### config.mk
export PLATFORM = sky130hd
export DESIGN_NAME = fsm_driver
export DESIGN_NICKNAME = d
export VERILOG_FILES = /design/src/rtl/fsm_driver_pkg.sv /design/src/rtl/fsm_driver_fifo.sv /design/src/rtl/fsm_driver.sv
export SDC_FILE = /design/constraint.sdc
export NUM_CORES = 1
export LEC_CHECK = 0
export BUFFER_PORTS_ARGS = -buffer_cell sky130_fd_sc_hd__buf_2
export CORE_UTILIZATION = 55
export CTS_BUF_LIST = sky130_fd_sc_hd__clkbuf_4 sky130_fd_sc_hd__clkbuf_8
export CTS_CLUSTER_SIZE = 30
export DETAILED_ROUTE_END_ITERATION = 10
export PLACE_DENSITY = 0.78
export SYNTH_ARGS = -nofsm -noshare
export SYNTH_HDL_FRONTEND = slang
export SYNTH_SLANG_ARGS = --single-unit
### constraint.sdc
create_clock -name clock -period 2.2 [get_ports clock]
set_input_delay 0 -clock clock [delete_from_list [all_inputs] [get_ports clock]]
set_output_delay 0 -clock clock [all_outputs]
set_load 0.1 [all_outputs]
### src/rtl/fsm_driver_pkg.sv
// Shared definitions for the job driver and the downstream fsm it controls:
// the fsm's reported state values and the driver's own state encoding.
package fsm_driver_pkg;

  // Values of the downstream fsm's state bus.
  localparam logic [7:0] FSM_IDLE = 8'd0;
  localparam logic [7:0] FSM_BUSY = 8'd1;

  // Driver sequencing states.
  typedef enum logic [2:0] {
    DRV_IDLE,
    DRV_ISSUE,
    DRV_WAIT_BUSY,
    DRV_RUN,
    DRV_FINISH,
    DRV_WAIT_IDLE
  } drv_state_e;

endpackage

### src/rtl/fsm_driver_fifo.sv
// DEPTH x 8 synchronous job FIFO. Overflowing pushes and underflowing pops
// are ignored. The head entry is visible on rdata without a pop.
module fsm_driver_fifo #(
  parameter  int DEPTH = 4,
  localparam int AW    = $clog2(DEPTH),
  localparam int CW    = AW + 1
) (
  input  logic          clock,
  input  logic          reset,
  input  logic          push,
  input  logic [7:0]    wdata,
  input  logic          pop,
  output logic [7:0]    rdata,
  output logic          full,
  output logic          empty,
  output logic [CW-1:0] count
);

  logic [AW-1:0] wr_ptr_q, wr_ptr_d;
  logic [AW-1:0] rd_ptr_q, rd_ptr_d;
  logic [CW-1:0] count_q, count_d;
  logic [7:0]    mem_q [DEPTH];
  logic          do_push, do_pop;

  assign full    = (count_q == CW'(DEPTH));
  assign empty   = (count_q == '0);
  assign count   = count_q;
  assign do_push = push && !full;
  assign do_pop  = pop && !empty;
  assign rdata   = mem_q[rd_ptr_q];

  // Next pointers and occupancy; a simultaneous push and pop leaves count alone.
  always_comb begin
    // NOTE: every variable gets a default first so no path leaves it unassigned,
    // which would otherwise infer a latch.
    wr_ptr_d = wr_ptr_q + AW'(do_push);
    rd_ptr_d = rd_ptr_q + AW'(do_pop);
    count_d  = count_q;
    case ({do_push, do_pop})
      2'b10:   count_d = count_q + CW'(1);
      2'b01:   count_d = count_q - CW'(1);
      default: count_d = count_q;
    endcase
  end

  // Pointer and count registers.
  always_ff @(posedge clock) begin
    // NOTE: non-blocking assignments here so every flop samples the
    // pre-edge values regardless of statement order.
    if (reset) begin
      wr_ptr_q <= '0;
      rd_ptr_q <= '0;
      count_q  <= '0;
    end else begin
      wr_ptr_q <= wr_ptr_d;
      rd_ptr_q <= rd_ptr_d;
      count_q  <= count_d;
    end
  end

  // Storage write.
  always_ff @(posedge clock) begin
    // NOTE: storage is deliberately not reset; entries are only read after
    // being written, and the pointers/count define validity.
    if (do_push) mem_q[wr_ptr_q] <= wdata;
  end

endmodule

### src/rtl/fsm_driver.sv
// Job driver: queues run-length jobs and sequences each one through a
// downstream fsm with a start/done handshake, timing out if the fsm never
// reports busy. All outputs are registered.
module fsm_driver
  import fsm_driver_pkg::*;
#(
  parameter int DEPTH    = 4,
  parameter int WAIT_MAX = 15
) (
  input  logic       clock,
  input  logic       reset,
  input  logic       req_valid,
  input  logic [7:0] req_len,
  output logic       req_ready,
  input  logic [7:0] state,
  output logic       start,
  output logic       done,
  output logic       job_done,
  output logic [2:0] pending,
  output logic       error
);

  localparam int CW = $clog2(DEPTH) + 1;
  // Wait counter only needs to hold 0..WAIT_MAX-1.
  localparam int WW = (WAIT_MAX < 2) ? 1 : $clog2(WAIT_MAX);

  drv_state_e    drv_q, drv_d;
  logic [7:0]    len_q, len_d;
  logic [7:0]    cnt_q, cnt_d;
  logic [WW-1:0] wait_q, wait_d;
  logic          start_q, start_d;
  logic          done_q, done_d;
  logic          job_done_q, job_done_d;
  logic          error_q, error_d;

  logic          fifo_pop;
  logic [7:0]    fifo_rdata;
  logic          fifo_full, fifo_empty;
  logic [CW-1:0] fifo_count;

  fsm_driver_fifo #(.DEPTH(DEPTH)) u_fifo (
    .clock (clock),
    .reset (reset),
    .push  (req_valid),
    .wdata (req_len),
    .pop   (fifo_pop),
    .rdata (fifo_rdata),
    .full  (fifo_full),
    .empty (fifo_empty),
    .count (fifo_count)
  );

  // Ready depends only on the registered occupancy, never on req_valid.
  assign req_ready = !fifo_full;
  assign pending   = 3'(fifo_count);
  assign start     = start_q;
  assign done      = done_q;
  assign job_done  = job_done_q;
  assign error     = error_q;

  // Driver next-state, counters, and next values of the registered outputs.
  always_comb begin
    drv_d      = drv_q;
    len_d      = len_q;
    cnt_d      = cnt_q;
    wait_d     = wait_q;
    error_d    = error_q;
    job_done_d = 1'b0;
    fifo_pop   = 1'b0;
    case (drv_q)
      DRV_IDLE: begin
        if (!fifo_empty && state == FSM_IDLE) begin
          drv_d    = DRV_ISSUE;
          len_d    = fifo_rdata;
          fifo_pop = 1'b1;
        end
      end
      DRV_ISSUE: begin
        drv_d  = DRV_WAIT_BUSY;
        wait_d = '0;
      end
      DRV_WAIT_BUSY: begin
        if (state == FSM_BUSY) begin
          drv_d = DRV_RUN;
          cnt_d = len_q;
        end else if (wait_q == WW'(WAIT_MAX - 1)) begin
          // This is the WAIT_MAX-th cycle without busy: drop the job.
          drv_d   = DRV_IDLE;
          error_d = 1'b1;
        end else begin
          wait_d = wait_q + WW'(1);
        end
      end
      DRV_RUN: begin
        if (cnt_q == '0) drv_d = DRV_FINISH;
        else             cnt_d = cnt_q - 8'd1;
      end
      DRV_FINISH: drv_d = DRV_WAIT_IDLE;
      DRV_WAIT_IDLE: begin
        if (state == FSM_IDLE) begin
          drv_d      = DRV_IDLE;
          job_done_d = 1'b1;
        end
      end
      default: drv_d = DRV_IDLE;
    endcase
    // Pulses are decodes of the next state, so they line up with ISSUE/FINISH.
    start_d = (drv_d == DRV_ISSUE);
    done_d  = (drv_d == DRV_FINISH);
  end

  // Driver state and output registers.
  always_ff @(posedge clock) begin
    if (reset) begin
      drv_q      <= DRV_IDLE;
      len_q      <= '0;
      cnt_q      <= '0;
      wait_q     <= '0;
      start_q    <= 1'b0;
      done_q     <= 1'b0;
      job_done_q <= 1'b0;
      error_q    <= 1'b0;
    end else begin
      drv_q      <= drv_d;
      len_q      <= len_d;
      cnt_q      <= cnt_d;
      wait_q     <= wait_d;
      start_q    <= start_d;
      done_q     <= done_d;
      job_done_q <= job_done_d;
      error_q    <= error_d;
    end
  end

endmodule

==> flow_metrics.env <==
export IMPL_synth_area_um2=2880
export IMPL_yosys_top_cells_count="34 x dfxtp_1, 32 x edfxtp_1, 25 x nor2_1, 16 x a21oi_1, 10 x inv_1"
export IMPL_synth_main_ff_cell="dfxtp_1"
export IMPL_dieArea_um2=5540
export IMPL_fin_crit_sh_pct=90.7
export IMPL_setup_slack_ns=0.205
export IMPL_num_rows=25
export IMPL_die_y_um=74.4
export IMPL_clk_latency_ns=0.33
export IMPL_place_ws_ns=0.196
export IMPL_peakVddDrop_mv=0.734
export IMPL_reg2reg_slack_ns=0.21
export IMPL_synth_most_common_cell="dfxtp_1"
export IMPL_synth_seq_cells=66
export IMPL_crit_type="reg2reg"
export IMPL_post_drt_wl_per_cell_um=14.8
export IMPL_first_iter_violations=136
export IMPL_p_total_uw=2830
export IMPL_r2r_cells=9
export IMPL_cp_max_fo=4
export IMPL_drive_gt1_share_pct=26.5
export IMPL_antenna_found_initial=0
export IMPL_period_minus_slack_ns=1.99
export IMPL_holdPathStages=4
export IMPL_start_util_pct=59.1
export IMPL_relSlewSlack_pct=55.7
export IMPL_clock_power_share_pct=46.9
export IMPL_cp_required_ns=2.46
export IMPL_cts_buffer_depth=2
export IMPL_clock_sinks=66
export IMPL_synth_top_area_share_pct=33.3
export IMPL_post_cts_buffers=0
export IMPL_grt_pass1_vias=1843
export IMPL_p_switching_uw=577
export IMPL_vias=1940
export IMPL_p_sw_share_pct=20.4
export IMPL_status="finished, final reports clean"
export IMPL_synth_area_top_cells="edfxtp_1 33%, dfxtp_1 24%, mux4_2 6.2%"
export IMPL_p_seq_share_pct=47.3
export IMPL_clock_fmax_ghz=0.501
export IMPL_cts_reportedPaths_clkPinSlew_ns=0.07
export IMPL_drv_slew=0
export IMPL_synth_warnings=0
export IMPL_finalHoldViolations=0
export IMPL_antenna_left=0
export IMPL_worst_slew_pin_slew_ns=0.664
export IMPL_pin_count=27
export IMPL_power_density_nw_per_um2=812
export IMPL_worstHoldPathType="in2reg"
export IMPL_dpl_hpwl_mm=3.38
export IMPL_root_buffer="clkbuf_8"
export IMPL_critPathLaunch="u_fifo.count[1]"
export IMPL_wl_mm=5.19
export IMPL_synth_top_area_cell="edfxtp_1"
export IMPL_synth_edf_count=32
export IMPL_cp_data_arrival_time_ns=2.26
export IMPL_gp_congestion=0.764
export IMPL_hold_ws_ns=0.0590
export IMPL_rr_startpoint="u_fifo.count[1]"
export IMPL_synth_seq_area_share_pct=56.9
export IMPL_setup_violations=0
export IMPL_cts_tree="built"
export IMPL_syn2layout_area_growth_pct=21.0
export IMPL_cts_max_level=3
export IMPL_syn_nets=264
export IMPL_grt_max_degree=39
export IMPL_drc_errors=0
export IMPL_p_comb_share_pct=5.8
export IMPL_drtPass1Iterations=4
export IMPL_grt_overflow=0
export IMPL_min_from="state[2]"
export IMPL_syn_area_per_cell_um2=12.2
export IMPL_start_kind="register"
export IMPL_p_int_uw=2260
export IMPL_finClkSkew_ns=0.00553
export IMPL_die_x_um=74.4
export IMPL_grt_pass1_wl_mm=8.49
export IMPL_layout_nets=305
export IMPL_synth_distinct_cells=47
export IMPL_rsz0062_at_grt="no"
export IMPL_end_kind="register"
export IMPL_power_leakage_uw=0.00129
export IMPL_async_reset_ff_share_pct=0
export IMPL_final_setup_tns_ns=0
export IMPL_final_core_util_pct=71.5
export IMPL_cap_violations=0
export IMPL_viasPerCell=5.54
export IMPL_port_buffers=26
export IMPL_numCtsBuffers=9
export IMPL_syn_inst=237
export IMPL_diodes=0
export IMPL_core_area_um2=4880
export IMPL_grt_use_total_pct=21.3
==> state kept, by name, summed over array words and instances (netlist names) <==
register	flops
error	1
u_fifo.count	3
u_fifo.wr_ptr_q	2
start	1
job_done	1
cnt_q	8
wait_q	4
u_fifo.rd_ptr_q	2
u_fifo.mem_q	32
len_q	8
drv_q	3
done	1
==> through the flow <==
step | cell area [µm²] | cells
5_1_grt | 3490 | 350
3_3_place_gp | 3140 | 326
6_report | 3490 | 350
3_5_place_dp | 3140 | 326
4_1_cts | 3490 | 350
2_1_floorplan | 2940 | 237
==> final timing paths <==
kind	endpoint
setup / recovery	u_fifo.count[1]
hold / removal	job_done
hold reg to reg	error
setup reg to reg	u_fifo.count[1]
==> placed cells by master (no fill, tap or decap), drive strengths merged, types with 5 or more instances in the layout <==
cell type | netlist | final
mux4 | 8 | 8
ha | 7 | 7
nand3 | 7 | 7
dfxtp | 34 | 34
a21oi | 16 | 16
nor2 | 25 | 25
mux2i | 8 | 8
nor3b | 6 | 6
dlygate4sd3 | 0 | 8
clkbuf | 8 | 9
o32ai | 5 | 5
edfxtp | 32 | 32
inv | 10 | 11
buf | 6 | 36
nand2b | 6 | 6
==> timing repair <==
item | 4_1_cts | 5_1_grt
gates resized for setup | 0 | 0
endpoints found under the hold margin | 32 | 0
hold buffers | 8 | 0
endpoints found under the setup margin | 0 | 0
==> critical path, stage by stage (launching register included) <==
cell	delay [ns]
dfxtp_4	0.35
or3_1	0.40
nand4_1	0.17
inv_2	0.08
ha_4	0.16
inv_2	0.05
fa_2	0.43
nor2_1	0.13
a21oi_1	0.06
nor2_1	0.09
==> layer usage <==
| metal | wire (µm) | up-vias | track usage (%) |
|---|---|---|---|
| met5 | 0 | - | 0 |
| li1 | - | 963 | - |
| met1 | 2420 | 924 | 27.3 |
| met2 | 2480 | 45 | 33.2 |
| met3 | 207 | 8 | 6.91 |
| met4 | 79 | 0 | 9.22 |
==> area by class of cell <==
type,instances,area (µm²)
sequential,66,1650
fill,356,1390
multi-input combinational,147,1160
timing repair buffer,44,285
clock inverter,7,140
clock buffer,9,124
tap,67,83.8
inverter,10,37.5
==> kinds of logic after synthesis <==
logic type / Yosys count / share of synthesized area [%]
and+or+nand+nor: 78 / 15.7
muxes: 16 / 9.02
adders and majority gates: 8 / 3.73
xor gates and xnor gates: 4 / 1.21
buffers and inverters: 24 / 3.90
DFF: 66 / 56.9
AOI/OAI and AO/OA: 41 / 9.54
==> power groups by stage <==
stage,registers (µW),clock network [µW],logic (µW)
3_3_place_gp,1360,0,150
5_1_grt,1340,1410,179
4_1_cts,1340,1350,166
6_report,1340,1330,165
2_1_floorplan,1390,0,71.1
3_5_place_dp,1370,0,153
No activity file was read; power rests on OpenSTA's default activity.
